**src/rtl/fpga_cfg_readback.sv**
```systemverilog
// Serial readback of a parallel flop snapshot over a valid/ready bit link,
// with optional trailing even-parity beat and a global clock enable.
module fpga_cfg_readback #(
  parameter int WIDTH     = 32,
  parameter int MSB_FIRST = 0,
  parameter int PARITY_EN = 1
) (
  input  logic             clk_i,
  input  logic             reset_i,
  input  logic             E_i,
  input  logic             start_i,
  input  logic [WIDTH-1:0] data_i,
  output logic             sdo_o,
  output logic             sdo_valid_o,
  input  logic             sdo_ready_i,
  output logic             last_o,
  output logic             busy_o,
  output logic             done_o
);
  localparam int N  = WIDTH + PARITY_EN;
  localparam int CW = $clog2(N + 1);
  localparam logic [CW-1:0] CNT_LAST = CW'(N - 1);
  localparam logic [CW-1:0] CNT_PAR  = CW'(WIDTH);

  localparam logic [1:0] S_IDLE  = 2'd0;
  localparam logic [1:0] S_SHIFT = 2'd1;
  localparam logic [1:0] S_DONE  = 2'd2;

  logic [1:0]       state_q, state_d;
  logic [WIDTH-1:0] shreg_q, shreg_d;
  logic [CW-1:0]    cnt_q, cnt_d;
  logic             par_q, par_d;
  logic             in_shift, par_beat, data_bit, hs;

  assign in_shift    = (state_q == S_SHIFT);
  assign par_beat    = (PARITY_EN != 0) && (cnt_q == CNT_PAR);
  assign data_bit    = (MSB_FIRST != 0) ? shreg_q[WIDTH-1] : shreg_q[0];
  assign sdo_valid_o = in_shift & E_i;
  assign sdo_o       = in_shift & (par_beat ? par_q : data_bit);
  assign last_o      = sdo_valid_o & (cnt_q == CNT_LAST);
  assign hs          = sdo_valid_o & sdo_ready_i;
  assign busy_o      = (state_q != S_IDLE);
  assign done_o      = (state_q == S_DONE);

  always_comb begin
    state_d = state_q;
    shreg_d = shreg_q;
    cnt_d   = cnt_q;
    par_d   = par_q;
    // With E_i low nothing advances, mirroring the enable-gated storage flops.
    if (E_i) begin
      case (state_q)
        S_IDLE: begin
          if (start_i) begin
            shreg_d = data_i;
            cnt_d   = '0;
            par_d   = 1'b0;
            state_d = S_SHIFT;
          end
        end
        S_SHIFT: begin
          if (hs) begin
            shreg_d = (MSB_FIRST != 0) ? (shreg_q << 1) : (shreg_q >> 1);
            if (!par_beat) par_d = par_q ^ data_bit;
            cnt_d = cnt_q + 1'b1;
            if (last_o) state_d = S_DONE;
          end
        end
        S_DONE:  state_d = S_IDLE;
        default: state_d = S_IDLE;
      endcase
    end
  end

  always_ff @(posedge clk_i) begin
    if (reset_i) begin
      state_q <= S_IDLE;
      shreg_q <= '0;
      cnt_q   <= '0;
      par_q   <= 1'b0;
    end else begin
      state_q <= state_d;
      shreg_q <= shreg_d;
      cnt_q   <= cnt_d;
      par_q   <= par_d;
    end
  end
endmodule

```
**config.mk**
```make
export PLATFORM = sky130hd
export DESIGN_NAME = fpga_cfg_readback
export DESIGN_NICKNAME = d
export VERILOG_FILES = /design/src/rtl/fpga_cfg_readback.sv
export SDC_FILE = /design/constraint.sdc
export NUM_CORES = 1
export LEC_CHECK = 0
export BUFFER_PORTS_ARGS = -buffer_cell sky130_fd_sc_hd__buf_2
export CORE_ASPECT_RATIO = 2
export CORE_UTILIZATION = 38
export DETAILED_ROUTE_END_ITERATION = 10
export HOLD_SLACK_MARGIN = 0.06
export PLACE_DENSITY_LB_ADDON = 0.08
export SLEW_MARGIN = 20
export SYNTH_ARGS = -nofsm -noshare
export SYNTH_HDL_FRONTEND = slang
export SYNTH_SLANG_ARGS = --single-unit
```
**constraint.sdc**
```tcl
create_clock -name clk_i -period 3.8 [get_ports clk_i]
set_input_delay 0.76 -clock clk_i [delete_from_list [all_inputs] [get_ports clk_i]]
set_output_delay 0.76 -clock clk_i [all_outputs]
set_load 0.01 [all_outputs]
```
==> metrics.csv <==
stage;metric;value;unit
status;status;finished, final reports clean;
route;drt first-iter violations;31;
route;Vias;1589;
floorplanning;Ports;42;
yosys;sequential share of the synthesized area;0.387;
worst_setup_path;Reg2Reg Depth;5;
clock_tree;Root Buffer;clkbuf_8;
run;Max-cap violations;0;
power;peak supply drop;0.000229;V
timing;RSZ-0062 raised after global routing;false;
route;DRT Pass-1 Iters;5;
timing;FMAX;388;MHz
yosys;Compound-Gate Fraction of Synth Area;0.206;
layout;non-filler cells in the finished layout;308;
power;Leak Pwr;0.00105;uW
timing;post-layout minimum cycle time;2.58;ns
route;DRC viols;0;
placed_design;dpl hpwl;2.96;mm
placed_design;I/O Buffers;41;
yosys;ys flop type;dfxtp_1;
global_routing;Total GRT Usage;0.155;
layout;# nets final;286;
yosys;post-synthesis mux area share;0.157;
yosys;number of synthesized register bits;41;
clock_tree;TritonCTS Buffers;5;
placed_design;RePlAce Congestion;0.796;
global_routing;first-pass GRT wire length;6.58;mm
clock_tree;Clk Latency, worst-skew pair;0.29;ns
power;Gate power share;0.177;
yosys;mean area per synthesized cell;10.0;um^2
layout;Area Growth Syn to Fin;13.1;%
timing;Final Cycle Share;0.678;
floorplanning;Initial Util;0.392;
route;Via density;5.16;
yosys;largest family of logic cells by synthesized area;compound AO/OA/AOI/OAI gates;
yosys;Post-Synth XOR/XNOR Area;0.0165;
yosys;ys async rst share;0;
worst_setup_path;RR Startpoint;state_q[0]$_SDFFE_PP0P_;
min_path;worst min-delay path startpoint;shreg_q[31]$_SDFFE_PP0P_;
floorplanning;FP Rows;38;
clock_tree;clock tree from TritonCTS;built;
min_path;Hold Path End;shreg_q[31]$_SDFFE_PP0P_;
placed_design;placed insts;300;
power;P_int;657;uW
yosys;Mapped Area;2120;um^2
worst_setup_path;Worst R2R Setup Slack;1.85;ns
floorplanning;height of the chip;108;um
worst_setup_path;critical path capture point type;output pin;
timing;Slew @ Worst Pin;0.565;ns
clock_tree;postcts setup bufs;0;
timing;Slew Limit Fails;0;
power;Reg power frac;0.518;
placed_design;DP Area;2320;um^2
clock_tree;cts hold-fix bufs;0;
clock_tree;H-Tree Level Count;2;
timing;final setup TNS;0;ns
layout;commonest non-fill, non-tap cells in the layout;dfxtp_1 (41), buf_2 (41), nor2_1 (38);
worst_setup_path;crit path DAT;1.82;ns
floorplanning;Die X;54.9;um
global_routing;vias in the first global route;1481;
clock_tree;Worst-path clk slew;0.08;ns
timing;final hold violations;0;
power;P per Cell Area;380;nW/um^2
floorplanning;Die ar.;5910;um^2
timing;clk_skew;0.00300;ns
worst_setup_path;RR Endpoint;state_q[0]$_SDFFE_PP0P_;
yosys;warnings from Yosys;0;
route;WL/cell;13.6;um
route;post-route ant nets;0;
worst_setup_path;Crit Path Class;register to output pin;
layout;fill count;565;
min_path;hold crit path type;register to register;
route;Routed WL;4.20;mm
worst_setup_path;startpoint types;register;
layout;Ant. Diodes;0;
floorplanning;Core Area;5420;um^2
power;clock share of power;0.304;
power;Net Sw Power;256;uW
yosys;Adder-Cell Fraction of Synth Area;0.0118;
power;Sw Share;0.281;
layout;design area;2400;um^2
global_routing;initial antenna violation count;0;
clock_tree;TritonCTS Sinks;41;
timing;slew margin rel.;0.620;
yosys;synth unique cells;33;
global_routing;largest net degree at the start of global routing;38;
min_path;Min-Delay Path Depth;2;
timing;Setup-failing EPs final;0;
worst_setup_path;Critical Path RT;3.04;ns
global_routing;grt ovf;0;
yosys;Synth Area in Simple Gates;0.155;
yosys;syn_nets;251;
yosys;Synth Instances;212;
clock_tree;CTS resizes;0;
layout;layout cells sized above 1;0.359;
clock_tree;maximum clock path buffer count;2;
worst_setup_path;Max FO, Critical Path;4;
yosys;EDFF count, synth;0;
how the worst max path moves through the flow:
stage / start / endpoint / slack, ns / cells past startpoint
3_3_place_gp: E_i / last_o / 1.57 / 5
6_report: cnt_q[0]$_SDFFE_PP0P_ / sdo_o / 1.22 / 7
5_1_grt: cnt_q[0]$_SDFFE_PP0P_ / sdo_o / 1.09 / 7
2_1_floorplan: E_i / last_o / 1.77 / 3
3_5_place_dp: E_i / last_o / 1.55 / 5
4_1_cts: cnt_q[0]$_SDFFE_PP0P_ / sdo_o / 1.25 / 7
power groups by stage:
stage	Sequential (uW)	Clock, uW	Combinational [uW]
final	473	278	162
after global routing	477	314	178
after CTS	474	290	166
after detailed placement	483	0	166
after global placement	483	0	164
after floorplan	478	0	135
cells by family after synthesis:
group | Yosys count
compound gates | 40
xor+xnor | 4
fa+ha+maj | 2
buf+inv | 22
flops | 41
mux | 33
simple gates | 70
state kept, by name (all words and copies together) (netlist names):
name,flops
par_q,1
state_q,2
cnt_q,6
shreg_q,32
critical path, cell delays in order (launching register included):
cell and delay, ns:
dfxtp_1 0.34, inv_1 0.08, ha_1 0.17, nand2_1 0.06, nor4_1 0.44, mux2i_1 0.25, nor2_1 0.05, buf_2 0.16
layout make-up:
| class | instances | area (um^2) | area share |
|---|---|---|---|
| well taps | 60 | 75.1 | 0.0313 |
| repair buffers | 45 | 235 | 0.0980 |
| multi-input cells | 149 | 1170 | 0.487 |
| flip-flops and latches | 41 | 821 | 0.342 |
| clock inverters | 2 | 10.0 | 0.00417 |
| inverters | 5 | 18.8 | 0.00782 |
| clock buffers | 6 | 72.6 | 0.0302 |
Yosys cell counts, types with 2 or more instances:
master	number	share of area
dfxtp_1	41	0.39
nor2_1	38	0.067
mux2i_1	32	0.15
a211oi_2	30	0.18
buf_4	9	0.032
nand2_1	8	0.014
nand3_1	7	0.016
inv_1	5	0.0088
a21oi_1	4	0.0094
xnor2_1	4	0.016
buf_6	3	0.016
nor3_1	3	0.0071
buf_2	2	0.0047
clkbuf_1	2	0.0035
ha_1	2	0.012
nand2b_1	2	0.0059
nor4_1	2	0.0059
o21ai_0	2	0.0047
or2_2	2	0.0059
routing by layer:
layer,track usage,share of wire,vias up
met3,0.0353,0.044,15
met2,0.256,0.50,45
met4,0.0806,0.032,0
met5,0,0,-
li1,-,-,814
met1,0.173,0.42,715
stage by stage:
step / hold WS, ns / setup WS, ns / utilization / power [uW]
floorplan: 0.431 / 1.77 / - / 613
global placement: 0.445 / 1.57 / 0.428 / 647
detailed placement: 0.451 / 1.55 / 0.428 / 649
CTS: 0.464 / 1.25 / 0.443 / 929
global route: 0.486 / 1.09 / 0.443 / 970
finish: 0.455 / 1.22 / 0.443 / 913
Power figures use the tool's default switching activity.
